<file path="src/rtl/uc_boot_pkg.sv">
// Shared types and constants for the program-load stage (uc_boot_loader).
// Program memory geometry, frame marker, state encoding and word type.
package uc_boot_pkg;

    localparam int         ADDR_W    = 12;
    localparam int         CNT_W     = ADDR_W + 1;
    localparam int         MAX_WORDS = 2 ** ADDR_W;
    localparam logic [7:0] SYNC_BYTE = 8'hA5;

    typedef logic [15:0] boot_word_t;

    typedef enum logic [3:0] {
        IDLE   = 4'd0,
        LEN_H  = 4'd1,
        LEN_L  = 4'd2,
        DATA_H = 4'd3,
        DATA_L = 4'd4,
        WRITE  = 4'd5,
        CSUM   = 4'd6,
        DONE   = 4'd7,
        ERR    = 4'd8
    } boot_state_e;

    // An image longer than program memory can never be loaded.
    function automatic logic len_too_long(input logic [15:0] len);
        return len > 16'(MAX_WORDS);
    endfunction

endpackage

</file>
<file path="src/rtl/uc_boot_word_asm.sv">
// Pairs the high and low bytes of an instruction into one boot_word_t.
// The high byte is parked in a register; the word is presented, with
// word_valid, in the same cycle the low byte is accepted.
module uc_boot_word_asm
    import uc_boot_pkg::*;
(
    input  logic       clk,
    input  logic       arst_n,
    input  logic       hi_load,
    input  logic       lo_load,
    input  logic [7:0] byte_in,
    output boot_word_t word,
    output logic       word_valid
);

    logic [7:0] hi_q;

    // Hold the high byte until its partner arrives.
    always_ff @(posedge clk or negedge arst_n) begin
        if (!arst_n) begin
            hi_q <= '0;
        end else if (hi_load) begin
            hi_q <= byte_in;
        end
    end

    // The low byte completes the word on the cycle it is accepted.
    always_comb begin
        word       = {hi_q, byte_in};
        word_valid = lo_load;
    end

endmodule

</file>
<file path="src/rtl/uc_boot_loader.sv">
// Program-load stage for the 8-bit microcontroller core.
// Takes a framed byte stream (SYNC, LEN_H, LEN_L, LEN words hi/lo, optional
// CSUM), writes the words to program memory from address 0 upward and keeps
// the core in bootstrapping until a complete image has landed.
// Build option: define UC_BOOT_CHECKSUM_EN to require a trailing CSUM byte
// whose 8-bit sum with LEN_H, LEN_L and all data bytes is zero.
//
// state  | meaning
// -------+-----------------------------------------------------------
// IDLE   | waiting for SYNC, other bytes dropped
// LEN_H  | expecting length high byte
// LEN_L  | expecting length low byte, range check
// DATA_H | expecting instruction high byte
// DATA_L | expecting instruction low byte
// WRITE  | prog_we held until prog_ack, byte input stalled
// CSUM   | expecting checksum byte (checksum build only)
// DONE   | image loaded, core released, terminal until reset
// ERR    | bad length or checksum, waiting for SYNC
module uc_boot_loader
    import uc_boot_pkg::*;
(
    input  logic              clk,
    input  logic              arst_n,
    input  logic              rx_valid,
    input  logic [7:0]        rx_data,
    output logic              rx_ready,
    output logic              prog_we,
    input  logic              prog_ack,
    output logic [ADDR_W-1:0] prog_addr,
    output boot_word_t        prog_wdata,
    output logic              bootstrapping,
    output logic              boot_done,
    output logic              boot_error
);

`ifdef UC_BOOT_CHECKSUM_EN
    localparam boot_state_e TAIL_STATE = CSUM;
`else
    localparam boot_state_e TAIL_STATE = DONE;
`endif

    boot_state_e      state_q;
    boot_state_e      state_nx;
    logic             rx_accept;
    logic             is_sync;
    logic             last_word;
    logic             hi_load;
    logic             lo_load;
    logic [7:0]       len_h_q;
    logic [15:0]      len_w;
    logic [CNT_W-1:0] words_left;
    boot_word_t       asm_word;
    logic             asm_valid;
    logic             csum_ok;

    assign is_sync   = (rx_data == SYNC_BYTE);
    assign len_w     = {len_h_q, rx_data};
    assign last_word = (words_left == CNT_W'(1));
    assign hi_load   = rx_accept && (state_q == DATA_H);
    assign lo_load   = rx_accept && (state_q == DATA_L);

    uc_boot_word_asm u_word_asm (
        .clk        (clk),
        .arst_n     (arst_n),
        .hi_load    (hi_load),
        .lo_load    (lo_load),
        .byte_in    (rx_data),
        .word       (asm_word),
        .word_valid (asm_valid)
    );

`ifdef UC_BOOT_CHECKSUM_EN
    logic [7:0] sum_q;
    logic [7:0] sum_total;

    assign sum_total = sum_q + rx_data;
    assign csum_ok   = (sum_total == 8'h00);

    // Running sum of every byte after SYNC; restarted by each SYNC.
    always_ff @(posedge clk or negedge arst_n) begin
        if (!arst_n) begin
            sum_q <= '0;
        end else if (rx_accept) begin
            case (state_q)
                IDLE, ERR: if (is_sync) sum_q <= '0;
                LEN_H, LEN_L, DATA_H, DATA_L: sum_q <= sum_total;
                default: ;
            endcase
        end
    end
`else
    // CSUM is unreachable in this build; any path into it would fail.
    assign csum_ok = 1'b0;
`endif

    // State register.
    always_ff @(posedge clk or negedge arst_n) begin
        if (!arst_n) begin
            state_q <= IDLE;
        end else begin
            state_q <= state_nx;
        end
    end

    // Moore outputs from state, then next-state from the accepted byte.
    always_comb begin
        state_nx      = state_q;
        rx_ready      = 1'b1;
        prog_we       = 1'b0;
        bootstrapping = 1'b1;
        boot_done     = 1'b0;
        boot_error    = 1'b0;

        case (state_q)
            WRITE: begin
                rx_ready = 1'b0;
                prog_we  = 1'b1;
            end
            DONE: begin
                rx_ready      = 1'b0;
                bootstrapping = 1'b0;
                boot_done     = 1'b1;
            end
            ERR:     boot_error = 1'b1;
            default: ;
        endcase

        rx_accept = rx_valid && rx_ready;

        case (state_q)
            IDLE: if (rx_accept && is_sync) state_nx = LEN_H;
            LEN_H: if (rx_accept) state_nx = LEN_L;
            LEN_L: begin
                if (rx_accept) begin
                    if (len_too_long(len_w)) begin
                        state_nx = ERR;
                    end else if (len_w == 16'h0000) begin
                        state_nx = TAIL_STATE;
                    end else begin
                        state_nx = DATA_H;
                    end
                end
            end
            DATA_H: if (rx_accept) state_nx = DATA_L;
            DATA_L: if (rx_accept) state_nx = WRITE;
            WRITE: if (prog_ack) state_nx = last_word ? TAIL_STATE : DATA_H;
            CSUM: if (rx_accept) state_nx = csum_ok ? DONE : ERR;
            DONE: state_nx = DONE;
            ERR: if (rx_accept && is_sync) state_nx = LEN_H;
            default: state_nx = IDLE;
        endcase
    end

    // Length capture, word countdown, write address and write data.
    always_ff @(posedge clk or negedge arst_n) begin
        if (!arst_n) begin
            len_h_q    <= '0;
            words_left <= '0;
            prog_addr  <= '0;
            prog_wdata <= '0;
        end else begin
            if (rx_accept) begin
                case (state_q)
                    IDLE, ERR: if (is_sync) prog_addr <= '0;
                    LEN_H: len_h_q <= rx_data;
                    LEN_L: begin
                        prog_addr  <= '0;
                        words_left <= len_w[CNT_W-1:0];
                    end
                    default: ;
                endcase
            end
            if (asm_valid) begin
                prog_wdata <= asm_word;
            end
            if ((state_q == WRITE) && prog_ack) begin
                words_left <= words_left - CNT_W'(1);
                // A full-size image ends at the top address; stay there rather than wrap.
                if (prog_addr != '1) begin
                    prog_addr <= prog_addr + ADDR_W'(1);
                end
            end
        end
    end

endmodule
</file>
<file path="config.mk">
export PLATFORM = sky130hd
export DESIGN_NAME = uc_boot_loader
export DESIGN_NICKNAME = d
export VERILOG_FILES = /design/src/rtl/uc_boot_pkg.sv /design/src/rtl/uc_boot_word_asm.sv /design/src/rtl/uc_boot_loader.sv
export SDC_FILE = /design/constraint.sdc
export NUM_CORES = 1
export LEC_CHECK = 0
export CORE_MARGIN = 5
export CORE_UTILIZATION = 25
export DETAILED_ROUTE_END_ITERATION = 8
export PLACE_DENSITY = 0.4
export SLEW_MARGIN = 40
export SYNTH_ARGS = -nofsm -noshare
export SYNTH_HDL_FRONTEND = slang
export SYNTH_SLANG_ARGS = --single-unit
</file>
<file path="constraint.sdc">
create_clock -name clk -period 2.2 [get_ports clk]
set_input_delay 0.55 -clock clk [delete_from_list [all_inputs] [get_ports clk]]
set_output_delay 0.55 -clock clk [all_outputs]
set_load 0.05 [all_outputs]
</file>
* Word level (Yosys, flattened, before mapping)
Cells that the tools add are included.
** Cells by class
- Add/subtract/negate cells :: 2
- $lt $le $gt $ge :: 1
- Equality and inequality tests :: 18
- Multiplexer cells :: 24
- Reductions and logical operators :: 14
** Operators by type and width (number)
- $mux 12 :: 4
- $mux 13 :: 3
- $mux 4 :: 8
- $pmux 4 s8 :: 1
- $pmux 12 s2 :: 1
- $eq 4x3->1 const B :: 4
- $gt 16x13->1 const B :: 1
- $logic_not 16->1 :: 1
- $eq 13x1->1 const B :: 1
- $sub 13x1->13 const B :: 1
- $add 12x1->12 const B :: 1
- $ne 12x12->1 const B :: 1
- $ne 2x2->1 const B :: 6
- $eq 4x2->1 const B :: 2
- $eq 8x8->1 const B :: 1
- $reduce_and 7->1 :: 1
- $mux 3 :: 2
- $logic_and 1x1->1 :: 5
- $mux 1 :: 5
- $eq 4x1->1 const B :: 1
- $eq 4x4->1 const B :: 1
- $logic_not 4->1 :: 1
- $reduce_and 2->1 :: 2
- $reduce_bool 2->1 :: 2
- 2 further kinds :: 3
** Word-level totals
- Register bits after elaboration :: 61
- Input bits :: 12
- Word-level logic and storage cells :: 65

* Depth between registers and ports, before layout
- Word-level depth :: 7
- Mapped depth :: 8

* Hierarchy
Synthesis repeated with hierarchy kept, for this count alone.
** Unflattened totals
- Cell total of the unflattened synthesis :: 304
- Area total of the unflattened synthesis :: 3273.1 sq um
** Modules (own cells, without submodules)
- uc_boot_loader :: times used 1, cells an instance 278, area an instance 2874.0 sq um, seq. area each 1326.3 sq um
- uc_boot_word_asm :: times used 1, cells an instance 26, area an instance 399.1 sq um, seq. area each 200.2 sq um

* Worst setup path before layout
OpenSTA, ideal clock, no wires.
- Kind :: flip-flop to flip-flop
- Start point :: reg prog_addr[1]
- End point :: reg prog_addr[0]
- Library setup time :: 0.125 ns
- Arrival :: 2.193 ns
- Path slack :: -0.118 ns
- Cell stages (with the launch flop) :: 8
- Period minus slack after synthesis :: 2.318 ns
- Cells stage by stage :: dfrtp_1 > ha_1 > and4_1 > clkbuf_1 > nand4_1 > and2_0 > buf_2 > mux2_2
** Between the ends
- Longest elaborated chain between the ends :: 3
** Ends and longest elaborated chain
- from (decl) :: RTL line uc_boot_loader.sv:29 : output logic [ADDR_W-1:0] prog_addr,
- from (signal assigned) :: RTL line uc_boot_loader.sv:180 : prog_addr <= prog_addr + ADDR_W'(1);
- $ne 12x12->1 :: RTL line uc_boot_loader.sv:179 : if (prog_addr != '1) begin
- $mux 12 :: RTL line uc_boot_loader.sv:179
- $mux 12 :: RTL line uc_boot_loader.sv:176 : if ((state_q == WRITE) && prog_ack) begin
No other way between the ends.
A chain may end at the register's enable or synchronous reset.

* Worst setup path after layout
- Start point :: reg prog_addr[3]
- End point :: out prog_addr[3]
No word-level cell between the ends.

==> flow_metrics.env <==
export IMPL_outcome="finished, final reports clean"
export IMPL_n_antenna_cell=0
export IMPL_critPathCaptureType="output port"
export IMPL_synth_area_leader_cell="dfrtp_1"
export IMPL_cts_max_path_buffers=2
export IMPL_period_needed_ns=2.16
export IMPL_ctsHoldBuffers=0
export IMPL_rsz0062_at_grt="false"
export IMPL_r2r_end="prog_addr[9]$_DFF_PN0_"
export IMPL_syn_instance_count=282
export IMPL_critPathTopFamily="buffers and inverters"
export IMPL_ys_ff_latch=61
export IMPL_r2r_start="prog_addr[0]$_DFF_PN0_"
export IMPL_grt_max_degree=62
export IMPL_most_common_layout_cells="dfrtp_1 (58), buf_4 (40), mux2_2 (34)"
export IMPL_place_inst=500
export IMPL_wl_um=8450
export IMPL_critPathMaxFanout=6
export IMPL_crit_chain="clkdlybuf4s50_1"
export IMPL_final_hold_viol_count=0
export IMPL_numCtsBuffers=9
export IMPL_crit_type="reg -> out"
export IMPL_tns_ns=0
export IMPL_io_buffers=44
export IMPL_synth_edff_count=0
export IMPL_pin_count=45
export IMPL_grt_overflow_total=0
export IMPL_drt_wirelength_per_cell_um=16.3
export IMPL_synth_distinct_cells=50
export IMPL_initial_utilization_pct=25.5
export IMPL_period_share_pct=98.1
export IMPL_area_growth_pct=41.4
export IMPL_p_per_area_nw_per_um2=1470
export IMPL_cts_sink_count=61
export IMPL_setup_viol=0
export IMPL_vias_per_cell=4.79
export IMPL_power_total_uw=6340
export IMPL_grt_pass1_wl_um=14200
export IMPL_syn_num_nets=297
export IMPL_layout_nets=381
export IMPL_die_h_um=120
export IMPL_path_buf_inv=1
export IMPL_grt_use_total_pct=12.6
export IMPL_grt_pass1_vias=2586
export IMPL_max_stage_delay_ns=0.84
export IMPL_tightest_slew_ns=0.508
export IMPL_synth_yosys_seq_area_share_pct=50.1
export IMPL_leakagePower_uw=0.00184
export IMPL_avgSynthCellArea_um2=10.8
export IMPL_slew_viol_final=0
export IMPL_fin_ws_ns=0.0427
export IMPL_r2r_cells=6
export IMPL_cp_arrival_ns=1.61
export IMPL_synth_async_reset_ratio_pct=100
export IMPL_gp_congestion=0.807
export IMPL_vias=2483
export IMPL_antenna_found_initial=0
export IMPL_final_common_cell="dfrtp_1"
export IMPL_synth_warnings=0
export IMPL_synth_top_area_share_pct=50.1
export IMPL_core_area_um2=12000
export IMPL_fin_skew_ns=0.00449
export IMPL_peakVddDrop_mv=1.01
export IMPL_hp_class="in -> async"
export IMPL_first_pass_iters=4
export IMPL_reg2reg_setup_slack_ns=0.25
export IMPL_fmax_mhz=464
export IMPL_fin_cells=518
export IMPL_cp_slowest_cell="clkdlybuf4s50_1"
export IMPL_max_slew_margin_pct=66.0
export IMPL_rows=40
export IMPL_synthesis_area_um2=3050
export IMPL_clock_root_buffer="clkbuf_16"
export IMPL_maxCapViolCount=0
export IMPL_preCtsSetupSlack_ns=-0.417
export IMPL_synthTopCellsByArea="dfrtp_1 (50%), mux2_2 (13%), nor2_1 (2.8%), a21oi_1 (2.5%), o21ai_0 (2.3%)"
export IMPL_drt_iter0_drc=103
export IMPL_drive_gt1_share_pct=29.4
export IMPL_worstSetupStartpointType="flop"
export IMPL_finalCoreUtilization_pct=36.0
export IMPL_cts_max_level=3
export IMPL_route_detailed_drc=0
export IMPL_die_x_um=120
export IMPL_dpl_hpwl_um=6060
export IMPL_clock_latency_ns=0.33
export IMPL_cts_tree="yes"
export IMPL_required_ns=1.65
export IMPL_die_area_um2=14500
export IMPL_synthFlopType="dfrtp_1"
export IMPL_cts_clk_slew_worst_paths_ns=0.05
export IMPL_detail_route_antenna_nets=0
## registers in the layout, summed over array words and instances, names as in the netlist
name / count
prog_wdata: 16
words_left: 13
prog_addr: 12
len_h_q: 8
u_word_asm.hi_q: 8
state_q: 4
## logic make-up after synthesis
logic type	count (synthesis)	synth area share (%)
adders and majority gates	3	1.23
xor gates and xnor gates	1	0.287
DFF	61	50.1
buffers and inverters	23	3.41
AOI/OAI and AO/OA	65	15.5
muxes	38	13.9
and+or+nand+nor	91	15.6
## per-layer routing
layer | track usage [%] | routed length, um | vias to the layer above
met1 | 17.4 | 4240 | 1215
met3 | 2.53 | 182 | 9
li1 | - | - | 1222
met4 | 4.89 | 147 | 0
met2 | 19.3 | 3880 | 37
met5 | 0 | 0 | -
## final cells by class
type / instances / area, um2
multi-input combinational: 198 / 1420
timing repair buffer: 87 / 845
clock inverter: 7 / 73.8
fill: 1178 / 7650
clock buffer: 9 / 225
sequential: 61 / 1530
inverter: 9 / 33.8
tap: 147 / 184
## per-stage QoR
step	hold slack (ns)	cell area (um2)
after floorplan	0.254	3050
after global placement	0.480	3990
after detailed placement	0.485	3990
after CTS	0.241	4300
after global routing	0.252	4310
final	0.225	4310
## synth_stat cells, types with 2 or more instances
library cell,number
buf_2,5
clkbuf_1,7
o31ai_1,3
and2_1,5
nor2_1,23
dfrtp_1,61
mux2i_1,4
a311oi_1,6
nand3b_1,2
mux2_2,34
nand4_1,5
a221o_1,2
o32ai_1,3
nand2b_1,3
a211oi_1,7
a21oi_1,15
a31oi_1,2
nand2_1,14
inv_1,9
nand3_1,13
o21ai_0,14
ha_1,3
and3_1,6
nor4_1,3
nor2b_1,2
nor3_1,6
a22o_1,2
## worst max-delay path by stage
stage | from | endpoint | cells past startpoint
after floorplan | prog_addr[1]$_DFF_PN0_ | prog_addr[0]$_DFF_PN0_ | 7
after global placement | rx_data[6] | prog_addr[3]$_DFF_PN0_ | 6
after detailed placement | rx_data[6] | prog_addr[3]$_DFF_PN0_ | 6
after CTS | prog_addr[3]$_DFF_PN0_ | prog_addr[3] | 1
after global routing | prog_addr[3]$_DFF_PN0_ | prog_addr[3] | 1
final | prog_addr[3]$_DFF_PN0_ | prog_addr[3] | 1
## power by group
group	internal, uW	switching [uW]
clock	880	538
combinational	1290	1670
sequential	1610	364
total	3770	2570
## what timing repair did
item                                    CTS  global route
setup buffers                             2             0
endpoints found under the hold margin     0             0
resized for setup                         5             2
pin swaps                                 3             3
endpoints found under the setup margin    7            10
Note: power is estimated with default switching activity, not from simulation.
